--- config.mk ---
export PLATFORM = sky130hd
export DESIGN_NAME = if_stage
export DESIGN_NICKNAME = d
export VERILOG_FILES = /design/src/rtl/cpu_pkg.sv /design/src/rtl/if_perf_cnt.sv /design/src/rtl/if_stage.sv
export SDC_FILE = /design/constraint.sdc
export NUM_CORES = 1
export LEC_CHECK = 0
export CORE_MARGIN = 2
export CORE_UTILIZATION = 45
export CTS_CLUSTER_SIZE = 10
export DETAILED_ROUTE_END_ITERATION = 8
export GPL_TIMING_DRIVEN = 0
export PLACE_DENSITY = 0.81
export SYNTH_ARGS = -nofsm -noshare
export SYNTH_HDL_FRONTEND = slang
export SYNTH_SLANG_ARGS = --single-unit
export TNS_END_PERCENT = 1
--- constraint.sdc ---
create_clock -name clk -period 3.2 [get_ports clk]
set_input_delay 0.32 -clock clk [delete_from_list [all_inputs] [get_ports clk]]
set_output_delay 0.32 -clock clk [all_outputs]
set_load 0.005 [all_outputs]
--- src/rtl/cpu_pkg.sv ---
// Shared CPU definitions: bubble and ebreak encodings, the default reset PC
// and the fetch FSM state type.
package cpu_pkg;

  localparam logic [31:0] NOP_INSN         = 32'h0000_0013;  // addi x0,x0,0
  localparam logic [31:0] EBREAK_INSN      = 32'h0010_0073;
  localparam logic [31:0] RESET_PC_DEFAULT = 32'h0000_3000;
  localparam logic [31:0] PC_STEP          = 32'h0000_0004;

  typedef enum logic {
    ST_RUN  = 1'b0,
    ST_HALT = 1'b1
  } fetch_state_e;

endpackage

--- src/rtl/if_perf_cnt.sv ---
// Fetch-stage performance counters: real fetches and inserted bubbles.
// Both counters wrap silently at 2^32.
module if_perf_cnt (
  input  logic        clk,
  input  logic        rst,
  input  logic        fetch_inc,
  input  logic        bubble_inc,
  output logic [31:0] fetch_cnt,
  output logic [31:0] bubble_cnt
);

  logic [31:0] fetch_cnt_r;
  logic [31:0] bubble_cnt_r;

  // Count fetch and bubble events, cleared asynchronously by reset.
  always_ff @(posedge clk or posedge rst) begin
    if (rst) begin
      fetch_cnt_r  <= 32'h0000_0000;
      bubble_cnt_r <= 32'h0000_0000;
    end else begin
      if (fetch_inc) begin
        fetch_cnt_r <= fetch_cnt_r + 32'h0000_0001;
      end
      if (bubble_inc) begin
        bubble_cnt_r <= bubble_cnt_r + 32'h0000_0001;
      end
    end
  end

  assign fetch_cnt  = fetch_cnt_r;
  assign bubble_cnt = bubble_cnt_r;

endmodule

--- src/rtl/if_stage.sv ---
// Instruction fetch stage: PC register, IF/ID pipeline register and a
// RUN/HALT fetch FSM. Redirect beats stall; an ebreak latched into IF/ID
// halts fetching until the next redirect.
// Optional feature macro: IF_PERF_CNT_EN adds fetch_cnt / bubble_cnt.
module if_stage
  import cpu_pkg::*;
#(
  parameter logic [31:0] RESET_PC = RESET_PC_DEFAULT,
  parameter logic [31:0] NOP      = NOP_INSN
) (
  input  logic        clk,
  input  logic        rst,
  input  logic        stall,
  input  logic        redirect,
  input  logic [31:0] redirect_pc,
  output logic [31:0] imem_addr,
  input  logic [31:0] imem_rdata,
  output logic [31:0] if_id_ir,
  output logic [31:0] if_id_pc,
  output logic        if_id_valid,
  output logic        halted
`ifdef IF_PERF_CNT_EN
  ,
  output logic [31:0] fetch_cnt,
  output logic [31:0] bubble_cnt
`endif
);

  fetch_state_e state_r, state_nxt_s;
  logic [31:0]  pc_r, pc_nxt_s;
  logic [31:0]  ir_r, ir_nxt_s;
  logic [31:0]  ipc_r, ipc_nxt_s;
  logic         valid_r, valid_nxt_s;

  // Next-state and next IF/ID contents; holding is the default.
  always_comb begin
    state_nxt_s = state_r;
    pc_nxt_s    = pc_r;
    ir_nxt_s    = ir_r;
    ipc_nxt_s   = ipc_r;
    valid_nxt_s = valid_r;
    case (state_r)
      ST_RUN: begin
        if (redirect) begin
          pc_nxt_s    = redirect_pc;
          ir_nxt_s    = NOP;
          ipc_nxt_s   = 32'h0000_0000;
          valid_nxt_s = 1'b0;
        end else if (stall) begin
          pc_nxt_s    = pc_r;
          ir_nxt_s    = ir_r;
          ipc_nxt_s   = ipc_r;
          valid_nxt_s = valid_r;
        end else begin
          pc_nxt_s    = pc_r + PC_STEP;
          ir_nxt_s    = imem_rdata;
          ipc_nxt_s   = pc_r;
          valid_nxt_s = 1'b1;
          // The ebreak itself still flows to decode with valid set.
          if (imem_rdata == EBREAK_INSN) begin
            state_nxt_s = ST_HALT;
          end else begin
            state_nxt_s = ST_RUN;
          end
        end
      end
      ST_HALT: begin
        ir_nxt_s    = NOP;
        ipc_nxt_s   = 32'h0000_0000;
        valid_nxt_s = 1'b0;
        if (redirect) begin
          pc_nxt_s    = redirect_pc;
          state_nxt_s = ST_RUN;
        end else begin
          pc_nxt_s    = pc_r;
          state_nxt_s = ST_HALT;
        end
      end
      default: begin
        state_nxt_s = ST_RUN;
      end
    endcase
  end

  // PC, IF/ID register and FSM state, asynchronously reset.
  always_ff @(posedge clk or posedge rst) begin
    if (rst) begin
      state_r <= ST_RUN;
      pc_r    <= RESET_PC;
      ir_r    <= NOP;
      ipc_r   <= 32'h0000_0000;
      valid_r <= 1'b0;
    end else begin
      state_r <= state_nxt_s;
      pc_r    <= pc_nxt_s;
      ir_r    <= ir_nxt_s;
      ipc_r   <= ipc_nxt_s;
      valid_r <= valid_nxt_s;
    end
  end

  // Fetch address comes straight from the PC register only.
  assign imem_addr   = pc_r;
  assign if_id_ir    = ir_r;
  assign if_id_pc    = ipc_r;
  assign if_id_valid = valid_r;
  assign halted      = (state_r == ST_HALT);

`ifdef IF_PERF_CNT_EN
  logic fetch_s;
  logic bubble_s;

  assign fetch_s  = (state_r == ST_RUN) && !redirect && !stall;
  assign bubble_s = redirect || (state_r == ST_HALT);

  if_perf_cnt u_perf_cnt (
    .clk        (clk),
    .rst        (rst),
    .fetch_inc  (fetch_s),
    .bubble_inc (bubble_s),
    .fetch_cnt  (fetch_cnt),
    .bubble_cnt (bubble_cnt)
  );
`endif

endmodule
# Yosys cells after proc, flatten, opt, wreduce, memory -nomap -nowiden
# Index checks and enable logic that the tools add are counted.
dict set report word_totals {
  ff_bits 98
  latch_bits 0
  ramBits 0
  mem_bits_ro 0
  output_inout_bits 98
  word_cells 29
  n_memories 0
}
dict set report classes {
  n_addsub 1
  multipliers 0
  n_div 0
  order_cmp 0
  eq_ne 3
  shift 0
  mux 18
  bitwise_logic 1
  reduce_logical 1
}
# operator count
set op_table {}
lappend op_table {{two-way mux 32 bit} 7}
lappend op_table {{one-hot mux 32 bit (2 select lines)} 3}
lappend op_table {{adder 32 x 3 -> 32 bit (second input constant)} 1}
lappend op_table {{== test 32 x 21 -> 1 bit (second input constant)} 1}
lappend op_table {{two-way mux 1 bit} 6}
lappend op_table {{one-hot mux 1 bit (2 select lines)} 2}
lappend op_table {{inequality test 3 bit (second input constant)} 1}
lappend op_table {{inequality test 2 bit (second input constant)} 1}
lappend op_table {{AND reduction 2 bit} 1}
lappend op_table {{NOT 1 bit} 1}

# Depth between registers and ports, before layout
# Gate-level depths: netlist (run 1).
dict set report depth {
  depth_word 5
  mapped_depth 6
  mapped_depth_nobuf 5
}

# Least setup slack after synthesis (run 1)
# Ideal clock, no wire load.
dict set report synth_path {
  kind {register to register}
  startpoint {reg pc_r[12] (netlist: imem_addr[12])}
  endpoint {reg pc_r[27] (netlist: imem_addr[27])}
  setup_ps 82
  arrival_time_ps 2076
  required_time_ps 3118
  path_slack_ps 1042
  path_stages_with_launch 6
  n_path_buf 1
  synth_period_minus_slack_ps 2158
  path_cell_list {dfstp_2 nand4_2 or4_4 buf_6 or4_1 a31oi_1}
}
dict set report synth_via {
  elab_chain_cells 4
}
# element line_no
set synth_lines {}
lappend synth_lines {{start: declaration} if_stage.sv:30} ;# logic [31:0] pc_r, pc_nxt_s;
lappend synth_lines {{start signal: assignment} if_stage.sv:95} ;# pc_r <= pc_nxt_s;
lappend synth_lines {{adder 32 x 3 -> 32 bit} if_stage.sv:55} ;# pc_nxt_s = pc_r + PC_STEP;
lappend synth_lines {{two-way mux 32 bit} if_stage.sv:49} ;# end else if (stall) begin
lappend synth_lines {{two-way mux 32 bit} if_stage.sv:44} ;# if (redirect) begin
lappend synth_lines {{one-hot mux 32 bit (2 select lines)} if_stage.sv:42} ;# case (state_r)
# Every way passes these cells. The select of a mux whose other input is x is not followed.
# A chain may end at the register's enable or synchronous reset.

# Worst setup path in the final report (run 1)
dict set report layout_path {
  startpoint {reg pc_r[2] (netlist: imem_addr[2])}
  endpoint {reg pc_r[30] (netlist: imem_addr[30])}
}
# Same word-level chain as after synthesis.

==> results of run 1 <==
## Yosys cell counts, types with 5 or more instances
cell type / count
dfrtp_1: 93
nor2_1: 81
mux2i_1: 65
nand2_1: 31
clkbuf_1: 19
nand3_1: 15
or4_1: 15
o21ai_0: 14
a31oi_1: 12
o31ai_1: 10
inv_1: 6
nand4_1: 6
nor3_1: 6
nor4_1: 6
xor2_1: 6
dfstp_2: 5
xnor2_1: 5
## path summary, 6_finish.rpt
path                                          start                   endpoint  slack [ns]
setup / recovery           imem_addr[2]$_DFFE_PP0P_  imem_addr[30]$_DFFE_PP0P_        0.75
hold / removal                                  rst    if_id_ir[9]$_DFFE_PP0P_        0.34
setup reg to reg           imem_addr[2]$_DFFE_PP0P_  imem_addr[30]$_DFFE_PP0P_        0.75
hold reg to reg             if_id_ir[0]$_DFFE_PP1P_    if_id_ir[0]$_DFFE_PP1P_        0.50
max in group asynchronous                       rst  imem_addr[12]$_DFFE_PP1P_        2.15
min in group clk                              stall    if_id_ir[0]$_DFFE_PP1P_        0.36
## flip-flops by register name, summed over array words and instances (netlist names)
signal	cells
if_id_pc	32
halted	1
imem_addr	32
if_id_valid	1
if_id_ir	32
## cell type report
class / count / area (sq um) / share of cell area
clock buffer: 15 / 186.4 / 0.02810
clock inverter: 1 / 30.03 / 0.004526
sequential: 98 / 2459 / 0.3705
tap: 133 / 166.4 / 0.02508
multi-input combinational: 308 / 1992 / 0.3002
buffer: 26 / 107.6 / 0.01622
timing repair buffer: 165 / 1669 / 0.2516
inverter: 6 / 25.02 / 0.003771
## layout by cell type (no fill, tap or decap), types with 12 or more instances in the layout
cell             instances
clkbuf_1                21
mux2i_1                 65
nand3_1                 15
o21ai_0                 14
clkdlybuf4s50_1        164
dfrtp_1                 93
a31oi_1                 12
nor2_1                  81
nand2_1                 31
clkbuf_8                13
or4_1                   15
## metrics by stage
| step | instances | instance area, sq um | util | worst slack [ns] |
|---|---|---|---|---|
| after CTS | 752 | 6635 | 0.6757 | 0.7655 |
| after detailed placement | 736 | 6419 | 0.6537 | 0.8021 |
| after global placement | 735 | 6389 | 0.6506 | -1.134 |
| after global routing | 752 | 6635 | 0.6757 | 0.6061 |
| final | 752 | 6635 | 0.6757 | 0.7538 |
| after floorplan | 438 | 4581 | - | 0.3262 |
## cell families after synthesis
family,synth area share
simple gates,0.2021
flops,0.5367
mux,0.1470
compound gates,0.06201
buf+inv,0.02841
xor+xnor,0.02103
fa+ha+maj,0.002731
## power by group
part	leakage [uW]	total [uW]	switching (uW)	internal, uW
clock	0.000110	872	424	449
combinational	0.00149	567	233	334
sequential	0.00124	1430	95.6	1330
## per-layer routing
layer  up-vias  part of all wire  GRT usage
met1      1979              0.41     0.3006
li1       1914                 -          -
met5         -                 0          0
met2       155              0.49     0.3952
met3        16             0.085    0.06301
met4         0             0.013    0.08000
## critical path, stage by stage (launching register included)
cell	delay (ns)
dfrtp_1	0.47
ha_1	0.28
nand4bb_4	0.17
or4_1	0.56
clkbuf_1	0.20
or4_1	0.50
a31oi_1	0.18
==> results.cfg, run 1 <==
[sta]
rsz0062_at_grt = false
fin_skew_ns = 0.01082
whs_ns = 0.3426
fin_crit_ns = 2.446
slew_violations = 0
tns_ns = 0
maxSlewHeadroom = 0.4645
min_period_over_period = 0.7645
worst_pin_slew_ns = 0.8033
max_freq_mhz = 408.8
hold_viol_final = 0
setup_viol = 0

[route]
remaining_drc_errors = 0
vias = 4064
wirelength_um = 12730
drt_iter0_drc = 145
avgViaCountPerCell = 5.404
wire_per_inst_um = 16.92
ant_nets = 0
drt_first_pass_iters = 4

[die]
start_util = 0.4665
die_area_sq_um = 11000
die_w_um = 104.9
core-area_sq_um = 9819
boundaryPins = 166
rows = 36
die_h_um = 104.9

[synthesis]
synth_top_area_cell = dfrtp_1
ys_ff_latch = 98
async_flop_share = 1.000
synth.distinct_cells = 41
synth-edff-count = 0
synth_ff_type = dfrtp_1
syn_nets = 507
netlist_top_cells_area = dfrtp_1, mux2i_1, nor2_1
synth_area_sq_um = 4581
syn_inst = 438
synth.avg_cell_area_sq_um = 10.46
synth.yosys.seq_area_share = 0.5367
synth_top_area_frac = 0.5081
ys_warn_count = 0

[worst_setup_path]
r2r_cells = 6
worstPathRequired_ns = 3.49
crit_path_start_kind = flip-flop
critical_path_class = reg -> reg
cp-end-kind = flip-flop
path_max_fanout = 8
arrival_ns = 2.74

[power_and_ir_drop]
ir_drop_uv = 200.2
total_power_uw = 2867
powerDensity_nw_per_um2 = 432.1
p_leak_uw = 0.002838

[clock_network]
clk_pin_slew_ns = 0.09
clock_latency_ns = 0.38
cts_num_sinks = 98
cts_max_path_buffers = 2
cts_max_level = 3
cts_hold_buf = 0
ctsRootBufferMaster = clkbuf_8
cts_resized = 0
post_cts_buffers = 0
cts_tree = built
cts_made_buffers = 9

[cells_and_area]
nFillCells = 787
fin_nets = 683
drive_above_1_share = 0.05008
area_growth_syn_to_layout_pct = 44.85
antenna_cells = 0

[status]
status = finished clean

[global_routing]
grt_use_total = 0.2375
grt_antenna_before_repair = 0
grt_pass1_wl_um = 20870
first_global_vias = 4155
grt_max_degree = 59
overflow = 0

[flow_run]
maxCapViolCount = 0

[placed_design]
io_buffers = 164
detailed_place_hpwl_um = 9363
gp_congestion = 0.8592

[worst_hold_path]
hold_path.class = in -> async
Power figures use the tool's default switching activity.
==> run 2: changes to the inputs <==
==> constraint.sdc (replaced) <==
create_clock -name clk -period 2.51 [get_ports clk]
set_input_delay 0.251 -clock clk [delete_from_list [all_inputs] [get_ports clk]]
set_output_delay 0.251 -clock clk [all_outputs]
set_load 0.005 [all_outputs]
==> results.cfg, run 2 (same netlist as run 1, synthesis figures left out) <==
[status]
status = finished clean

[cells_and_area]
drive_above_1_share = 0.05645
final_common_cell = clkdlybuf4s50_1
layout_common_cells = clkdlybuf4s50_1, dfrtp_1, nor2_1
area_growth_syn_to_layout_pct = 44.77
nFillCells = 816
final_cell_area_sq_um = 6631
antenna_cells = 0
instances_no_fill = 753
fin_nets = 684

[power_and_ir_drop]
total_power_uw = 3581
p_leak_uw = 0.002823
powerDensity_nw_per_um2 = 540.1
ir_drop_uv = 302.4

[worst_setup_path]
rr_endpoint = imem_addr[31]$_DFFE_PP0P_
r2r_cells = 6
path_max_fanout = 10
r2r_start = imem_addr[12]$_DFFE_PP1P_
crit_path_start_kind = flip-flop
worstPathRequired_ns = 2.73
critical_path_class = reg -> reg
arrival_ns = 2.62
reg2reg_slack_ns = 0.11
cp-end-kind = flip-flop

[global_routing]
first_global_vias = 4078
grt_max_degree = 40
grt_antenna_before_repair = 0
grt_use_total = 0.2343
overflow = 0
grt_pass1_wl_um = 20700

[worst_hold_path]
hold_path.class = in -> async

[placed_design]
io_buffers = 164
detailed_place_hpwl_um = 9673
pre_cts_ws_ns = 0.1458
dp.cells = 737
dpl-instance-area_sq_um = 6432
gp_congestion = 0.8652

[sta]
rsz0062_at_grt = false
layout_setup_ws_ns = 0.1113
hold_viol_final = 0
setup_viol = 0
tns_ns = 0
worst_pin_slew_ns = 0.7685
min_period_over_period = 0.9557
maxSlewHeadroom = 0.4877
fin_crit_ns = 2.399
fin_skew_ns = 0.01081
slew_violations = 0
max_freq_mhz = 416.9

[route]
remaining_drc_errors = 0
wire_per_inst_um = 17.01
ant_nets = 0
drt_iter0_drc = 182
avgViaCountPerCell = 5.432
drt_first_pass_iters = 4
vias = 4090
wirelength_um = 12810

[die]
die_area_sq_um = 11000
boundaryPins = 166
die_h_um = 104.9
start_util = 0.4665
rows = 36
core-area_sq_um = 9819
die_w_um = 104.9

[flow_run]
maxCapViolCount = 0

[clock_network]
cts_num_sinks = 98
ctsRootBufferMaster = clkbuf_8
clock_latency_ns = 0.36
clk_pin_slew_ns = 0.09
post_cts_buffers = 0
cts_max_level = 3
cts_tree = built
cts_max_path_buffers = 2
cts_resized = 0
cts_made_buffers = 9
cts_hold_buf = 0
[run 2: cell types whose count changed in the layout (fill, tap and decap cells not counted)]
| cell | delta |
|---|---|
| dfrtp_2 | +2 |
| clkinv_2 | +2 |
| buf_12 | +2 |
| dfrtp_1 | -2 |
| clkbuf_8 | -3 |
| clkinvlp_4 | +3 |
| inv_4 | -1 |
| clkbuf_1 | -1 |
| buf_16 | -1 |
[run 2: layout make-up]
type | instances | area [sq um] | share of cell area
clock buffer | 11 | 141.4 | 0.02132
buffer | 26 | 107.6 | 0.01623
timing repair buffer | 166 | 1682 | 0.2536
sequential | 98 | 2461 | 0.3711
tap | 133 | 166.4 | 0.02509
multi-input combinational | 308 | 1992 | 0.3004
clock inverter | 5 | 55.05 | 0.008302
inverter | 6 | 26.28 | 0.003962
[run 2: per-layer routing]
layer  wire [um]  GRT usage  vias up
met4         268    0.09143        0
li1            -          -     1908
met3        1051    0.06425       25
met2        6248     0.3854      171
met5           0          0        -
met1        5243     0.2935     1986
[run 2: critical path, stage by stage, from the launching register on]
cell and delay, ns:
dfstp_2 0.63, nand4_2 0.18, or4_4 0.62, buf_6 0.16, clkbuf_1 0.22, o31ai_1 0.32, a31oi_1 0.13
[run 2: worst max-delay path by stage]
stage / slack (ns) / endpoint / from
floorplan: 0.35 / imem_addr[27]$_DFFE_PP0P_ / imem_addr[12]$_DFFE_PP1P_
CTS: 0.11 / imem_addr[30]$_DFFE_PP0P_ / imem_addr[2]$_DFFE_PP0P_
global route: 0.006 / imem_addr[28]$_DFFE_PP0P_ / imem_addr[3]$_DFFE_PP0P_
global placement: 0.10 / if_id_pc[28]$_DFFE_PP0P_ / rst
detailed placement: 0.15 / imem_addr[30]$_DFFE_PP0P_ / imem_addr[2]$_DFFE_PP0P_
finish: 0.11 / imem_addr[31]$_DFFE_PP0P_ / imem_addr[12]$_DFFE_PP1P_
[run 2: per-stage QoR]
| step | hold WS, ns | utilization |
|---|---|---|
| floorplan | 0.3662 | - |
| global placement | 0.4729 | 0.6510 |
| CTS | 0.2852 | 0.6751 |
| finish | 0.2885 | 0.6753 |
| detailed placement | 0.4788 | 0.6551 |
| global route | 0.3317 | 0.6753 |
[run 2: power by group]
| group | internal, uW | switching, uW | total, uW |
|---|---|---|---|
| clock | 485 | 547 | 1030 |
| combinational | 428 | 298 | 725 |
| sequential | 1700 | 124 | 1820 |
| total | 2610 | 969 | 3580 |
